`src/rtl/ws2812_frame_sched.sv`:
```
// Frame scheduler for the WS2812 strip: walks pixels through the color generator,
// hands GRB words to the serializer, then enforces latch gap and optional frame pacing.
module ws2812_frame_sched #(
    parameter int NUM_PIXELS   = 48,
    parameter int PX_W         = 6,
    parameter int LATCH_CYCLES = 8000,
    parameter int FRAME_PERIOD = 0
) (
    input  logic            clk,
    input  logic            rst_n,
    input  logic            enable,
    input  logic [23:0]     color_in,
    input  logic            tx_ready,
    input  logic            tx_busy,
    output logic [PX_W-1:0] px_num,
    output logic [7:0]      phase,
    output logic [23:0]     tx_data,
    output logic            tx_valid,
    output logic            frame_start,
    output logic            frame_done,
    output logic            busy
);

    localparam int LW = $clog2(LATCH_CYCLES + 1);
    localparam logic [PX_W-1:0] LAST_PX  = PX_W'(NUM_PIXELS - 1);
    localparam logic [LW-1:0]   LAST_LAT = LW'(LATCH_CYCLES - 1);
    localparam logic [31:0]     PACE_TC  = (FRAME_PERIOD == 0) ? 32'd0 : 32'(FRAME_PERIOD - 1);

    typedef enum logic [2:0] {IDLE, FETCH, SEND, DRAIN, LATCH, PACE} state_t;

    state_t          state_q, state_d;
    logic [PX_W-1:0] px_q, px_d;
    logic [7:0]      phase_q, phase_d;
    logic [23:0]     data_q, data_d;
    logic            valid_q, valid_d;
    logic            fstart_q, fstart_d;
    logic            fdone_q, fdone_d;
    logic [LW-1:0]   lat_q, lat_d;
    logic [31:0]     fcnt_q, fcnt_d;
    logic            drain_wait_q, drain_wait_d;
    logic            pace_done;

    assign pace_done = (FRAME_PERIOD == 0) || (fcnt_q >= PACE_TC);

    always_comb begin
        state_d      = state_q;
        px_d         = px_q;
        phase_d      = phase_q;
        data_d       = data_q;
        valid_d      = valid_q;
        fstart_d     = 1'b0;
        fdone_d      = 1'b0;
        lat_d        = lat_q;
        drain_wait_d = drain_wait_q;
        fcnt_d       = (fcnt_q == 32'hFFFF_FFFF) ? fcnt_q : fcnt_q + 32'd1;

        case (state_q)
            IDLE: begin
                px_d   = '0;
                fcnt_d = '0;
                if (enable) begin
                    state_d  = FETCH;
                    fstart_d = 1'b1;
                end
            end
            FETCH: begin
                data_d  = color_in;
                valid_d = 1'b1;
                state_d = SEND;
            end
            SEND: begin
                if (valid_q && tx_ready) begin
                    valid_d = 1'b0;
                    if (px_q == LAST_PX) begin
                        px_d         = '0;
                        drain_wait_d = 1'b1;
                        state_d      = DRAIN;
                    end else begin
                        px_d    = px_q + PX_W'(1);
                        state_d = FETCH;
                    end
                end
            end
            DRAIN: begin
                // First DRAIN cycle is skipped: the serializer may raise busy one cycle late.
                drain_wait_d = 1'b0;
                if (!drain_wait_q && !tx_busy) begin
                    lat_d   = '0;
                    state_d = LATCH;
                end
            end
            LATCH: begin
                if (lat_q == LAST_LAT) begin
                    fdone_d = 1'b1;
                    phase_d = phase_q + 8'd1;
                    state_d = PACE;
                end else begin
                    lat_d = lat_q + LW'(1);
                end
            end
            PACE: begin
                if (pace_done) begin
                    if (enable) begin
                        px_d     = '0;
                        fstart_d = 1'b1;
                        fcnt_d   = '0;
                        state_d  = FETCH;
                    end else begin
                        state_d = IDLE;
                    end
                end
            end
            default: state_d = IDLE;
        endcase
    end

    always_ff @(posedge clk or negedge rst_n) begin
        if (!rst_n) begin
            state_q      <= IDLE;
            px_q         <= '0;
            phase_q      <= '0;
            data_q       <= '0;
            valid_q      <= 1'b0;
            fstart_q     <= 1'b0;
            fdone_q      <= 1'b0;
            lat_q        <= '0;
            fcnt_q       <= '0;
            drain_wait_q <= 1'b0;
        end else begin
            state_q      <= state_d;
            px_q         <= px_d;
            phase_q      <= phase_d;
            data_q       <= data_d;
            valid_q      <= valid_d;
            fstart_q     <= fstart_d;
            fdone_q      <= fdone_d;
            lat_q        <= lat_d;
            fcnt_q       <= fcnt_d;
            drain_wait_q <= drain_wait_d;
        end
    end

    assign px_num      = px_q;
    assign phase       = phase_q;
    assign tx_data     = data_q;
    assign tx_valid    = valid_q;
    assign frame_start = fstart_q;
    assign frame_done  = fdone_q;
    assign busy        = (state_q != IDLE);

endmodule

```
`config.mk`:
```
export PLATFORM = sky130hd
export DESIGN_NAME = ws2812_frame_sched
export DESIGN_NICKNAME = d
export VERILOG_FILES = /design/src/rtl/ws2812_frame_sched.sv
export SDC_FILE = /design/constraint.sdc
export NUM_CORES = 1
export LEC_CHECK = 0
export ABC_CLOCK_PERIOD_IN_PS = 2350
export BUFFER_PORTS_ARGS = -buffer_cell sky130_fd_sc_hd__clkbuf_2
export CAP_MARGIN = 20
export CORE_MARGIN = 2
export CORE_UTILIZATION = 52
export CTS_CLUSTER_DIAMETER = 150
export DETAILED_ROUTE_END_ITERATION = 8
export PLACE_DENSITY = 0.79
export SLEW_MARGIN = 5
export SYNTH_ARGS = -nofsm -noshare
export SYNTH_HDL_FRONTEND = slang
export SYNTH_SLANG_ARGS = --single-unit
```
`constraint.sdc`:
```
create_clock -name clk -period 2.35 [get_ports clk]
set_input_delay 0.3525 -clock clk [delete_from_list [all_inputs] [get_ports clk]]
set_output_delay 0.3525 -clock clk [all_outputs]
set_load 0.1 [all_outputs]
```
Word level (Yosys, flattened, before mapping)
Index checks and enable logic that the tools add are counted.
{"block": "word_totals", "regBits": 58, "in_bits": 29, "output_inout_bits": 42, "elab_cells": 66}
{"block": "op_classes", "n_addsub": 3, "n_eq_ne": 14, "muxes": 23, "n_reduce_logical": 17}
{"cell": "two-way mux 13 bit", "count": 2}
{"cell": "case mux 13 bit (2 select lines)", "count": 1}
{"cell": "two-way mux 6 bit", "count": 3}
{"cell": "case mux 3 bit (6 select lines)", "count": 1}
{"cell": "case mux 6 bit (3 select lines)", "count": 1}
{"cell": "!= test 2 bit (second input constant)", "count": 7}
{"cell": "adder 13 x 1 -> 13 bit (second input constant)", "count": 1}
{"cell": "== test 13 bit (second input constant)", "count": 1}
{"cell": "two-way mux 3 bit", "count": 4}
{"cell": "AND reduction 3 bit", "count": 3}
{"cell": "adder 8 x 1 -> 8 bit (second input constant)", "count": 1}
{"cell": "two-way mux 1 bit", "count": 8}
{"cell": "adder 6 x 1 -> 6 bit (second input constant)", "count": 1}
{"cell": "== test 3 x 2 -> 1 bit (second input constant)", "count": 2}
{"cell": "== test 3 bit (second input constant)", "count": 2}
{"cell": "== test 6 bit (second input constant)", "count": 1}
{"cell": "nonzero test 2 bit", "count": 3}
{"cell": "nonzero test 3 bit", "count": 2}
{"cell": "case mux 1 bit (2 select lines)", "count": 2}
{"cell": "AND reduction 2 bit", "count": 2}
{"cell": "AND reduction 4 bit", "count": 1}
{"cell": "== test 3 x 1 -> 1 bit (second input constant)", "count": 1}
{"cell": "zero test 3 bit", "count": 1}
{"cell": "logical AND 1 bit", "count": 2}
{"cell": "3 further kinds", "count": 4}

Logic depth before layout (Yosys ltp)
{"block": "logic_depth", "ltp_word": 4, "mapped_depth": 6, "depth_no_buf": 5}

Least setup slack after synthesis
No wires, ideal clock.
{"block": "synth_timing", "kind": "reg-to-reg", "startpoint": "reg px_q[1], in the netlist px_num[1]", "endpoint": "reg state_q[1]", "setup_time_ns": 0.078, "arrival_time_ns": 2.176, "required_time_ns": 2.272, "path_slack_ns": 0.096, "stages_incl_launch_ff": 6, "path_buffers": 0, "synth_period_minus_slack_ns": 2.254, "path_cell_list": "dfrtp_1 -> ha_1 -> and4b_1 -> a21oi_1 -> or3b_2 -> a21oi_1"}
{"block": "synth_via", "elab_chain_cells": 4}
{"item": "start, declared", "line": "32", "rtl": "logic [PX_W-1:0] px_q, px_d;"}
{"item": "start signal, assigned", "line": "131", "rtl": "px_q <= px_d;"}
{"item": "== test 6 bit", "line": "74", "rtl": "if (px_q == LAST_PX) begin"}
{"item": "two-way mux 2 bit", "line": "74"}
{"item": "two-way mux 3 bit", "line": "72", "rtl": "if (valid_q && tx_ready) begin"}
{"item": "case mux 3 bit (6 select lines)", "line": "57", "rtl": "case (state_q)"}
{"item": "end signal, assigned", "line": "130", "rtl": "state_q <= state_d;"}
{"item": "end, declared", "line": "31", "rtl": "state_t state_q, state_d;"}
Every way passes these cells. The select of a mux whose other input is x is not followed.
A chain may end at the register's enable or synchronous reset.

Worst setup path after layout
{"block": "layout_timing", "startpoint": "reg state_q[1]", "endpoint": "out busy"}
{"block": "layout_via", "elab_chain_cells": 1}
{"item": "nonzero test 3 bit", "line": "149", "rtl": "assign busy = (state_q != IDLE);"}
{"item": "end, declared", "line": "21", "rtl": "output logic busy"}
Every way passes these cells.

==> flow_metrics.py <==
metrics = {
    "outcome": {
        "status": "finished, final reports clean",
    },
    "route": {
        "remaining_drc_errors": 0,
        "detail-route-antenna-nets": 0,
        "drt_wl_total_um": 5280,
        "drt_iter0_drc": 135,
        "vias": 2047,
        "viasPerCell": 5.42,
        "firstDrtPassIters": 4,
        "detail_route.wl_per_cell_um": 14.0,
    },
    "synth": {
        "synthesis.area_um2": 2730,
        "muxShareOfSynthArea_pct": 12.2,
        "syn_inst": 229,
        "synth_top_area_share_pct": 53.3,
        "synth_xor_area_share_pct": 2.25,
        "synth-edff-count": 0,
        "yosys_warnings": 0,
        "synthArstFlopShare_pct": 100,
        "synth_flop_cell": "dfrtp_1",
        "synth.avg_cell_area_um2": 11.9,
        "yosys.area_share.simple_pct": 17.7,
        "synth_top_cell_by_area": "dfrtp_1",
        "synth_top_family_by_area": "simple AND/OR/NAND/NOR gates",
        "synth_adder_area_share_pct": 1.38,
        "ys_seq_area_share_pct": 53.3,
        "synth_cell_type_count": 52,
        "synth_area_leaders": "dfrtp_1 (53%), mux2_2 (10%), nand2_1 (2.6%)",
        "ys_ff_latch": 58,
        "synth_nets": 261,
        "synth_compound_area_share_pct": 10.8,
    },
    "cells_and_area": {
        "syn_to_final_growth_pct": 22.3,
        "final_nets": 336,
        "final_common_cell": "clkbuf_2",
        "layout-drive-gt1-share_pct": 40.3,
        "layout_common_cells": "clkbuf_2 (70), dfrtp_1 (58), mux2_2 (25)",
        "n_antenna_cell": 0,
        "final_util_pct": 65.7,
    },
    "clock_network": {
        "cts_tree": "yes",
        "post_cts_resize_count": 0,
        "path_clk_slew_ps": 60,
        "clock_path_buffers": 2,
        "cts-htree-levels": 3,
        "clock_sinks": 58,
        "clk_latency_ps": 330,
        "numCtsBuffers": 9,
        "root_buffer": "clkbuf_8",
        "hold_buffers": 0,
        "cts_setup_buffers": 0,
    },
    "worst_setup_path": {
        "worstSetupPathType": "reg -> out",
        "crit_path_start_kind": "flip-flop",
        "cp_max_fo": 13,
        "end_kind": "output pin",
        "critPathRequiredTime_ps": 2000,
        "arrival_ps": 1690,
    },
    "floorplan": {
        "core_area_um2": 5070,
        "start_util_pct": 53.7,
        "die_w_um": 76.4,
        "ios": 71,
        "rows": 26,
        "dieArea_um2": 5840,
        "fp.dieH_um": 76.4,
    },
    "grt": {
        "grt_pass1_wl_um": 9110,
        "grt_pass1_vias": 1989,
        "top_usage_layer": "met2",
        "grt_max_degree": 59,
        "track_usage_pct": 19.8,
        "grt_overflow": 0,
        "grt_util_met2_pct": 30.9,
        "antenna_found_initial": 0,
        "met1_usage_pct": 25.2,
        "use_met3_pct": 5.45,
    },
    "timing": {
        "rsz0062_at_grt": "false",
        "fin_setup_tns_ps": 0,
        "fin_ws_ps": 312,
        "hold_viol": 0,
        "relSlewSlack_pct": 52.9,
        "max_slew.worst_pin.slew_ps": 706,
        "fin_skew_ps": 5.48,
        "fmax_mhz": 491,
        "finalMaxSlewViolations": 0,
        "layout_worst_path_cycle_share_pct": 86.7,
        "setup_violations": 0,
        "fin_crit_ps": 2040,
    },
    "worst_hold_path": {
        "hp-class": "in -> async",
    },
    "place": {
        "port_buffers": 70,
        "finalWeightedCongestion": 0.861,
        "pre_cts_ws_ps": 500,
        "dp.final_hpwl_um": 3720,
    },
    "run": {
        "drv_cap": 0,
    },
}
[worst max-delay path: stages, from the launching register on]
cell and delay, ps:
dfrtp_1 530, or3_1 440, clkbuf_2 380
[final cells by class]
class	count	area [um2]
timing repair buffer	73	373
inverter	5	18.8
sequential	58	1450
fill	411	1740
tap	70	87.6
clock inverter	3	40.0
multi-input combinational	157	1220
clock buffer	12	145
[cells in the mapped netlist (all sizes together), types with 5 or more instances]
library cell	n
nand3	11
xor2	5
o21ai	8
a21oi	10
inv	5
a31oi	5
clkbuf	5
mux2	26
nor2	10
dfrtp	58
nand2	19
[worst paths after layout]
check	startpoint	end	slack [ps]	depth (start not counted)
hold reg to reg	phase[7]	phase[7]	470	1
setup / recovery	state_q[1]	busy	310	2
min in group clk	color_in[19]	tx_data[19]	250	2
max in group asynchronous	rst_n	px_num[0]	1730	2
setup reg to reg	lat_q[8]	phase[1]	490	4
hold / removal	rst_n	px_num[3]	140	2
[routing by layer]
layer | up-vias | wire (um) | share of wire (%)
met5 | - | 0 | 0
met4 | 0 | 92 | 1.7
met3 | 8 | 265 | 5.0
met2 | 61 | 2540 | 48
met1 | 979 | 2380 | 45
li1 | 999 | - | -
[flip-flops by register name, summed over array words and instances, names as in the netlist]
signal        cells
px_num            6
phase             8
frame_done        1
tx_data          24
drain_wait_q      1
lat_q            13
tx_valid          1
frame_start       1
state_q           3
[stage by stage]
step,instances,hold slack (ps),cell area (um2)
6_report,378,140,3330
5_1_grt,378,222,3330
4_1_cts,378,170,3330
3_5_place_dp,363,466,3150
3_3_place_gp,363,467,3150
2_1_floorplan,229,56.9,2730
[cell families (layout without fill, tap and decap cells)]
group	count (synthesis)	after routing
adder cells (fa/ha/maj)	3	3
buffers and inverters	14	93
flip-flops	58	58
AO/OA/AOI/OAI	44	44
multiplexers	30	30
AND/OR/NAND/NOR	73	73
XOR/XNOR	7	7
Power is left out: the tool's default activity adds up to more than one toggle a clock period on the data nets, which glitch-free logic cannot reach.
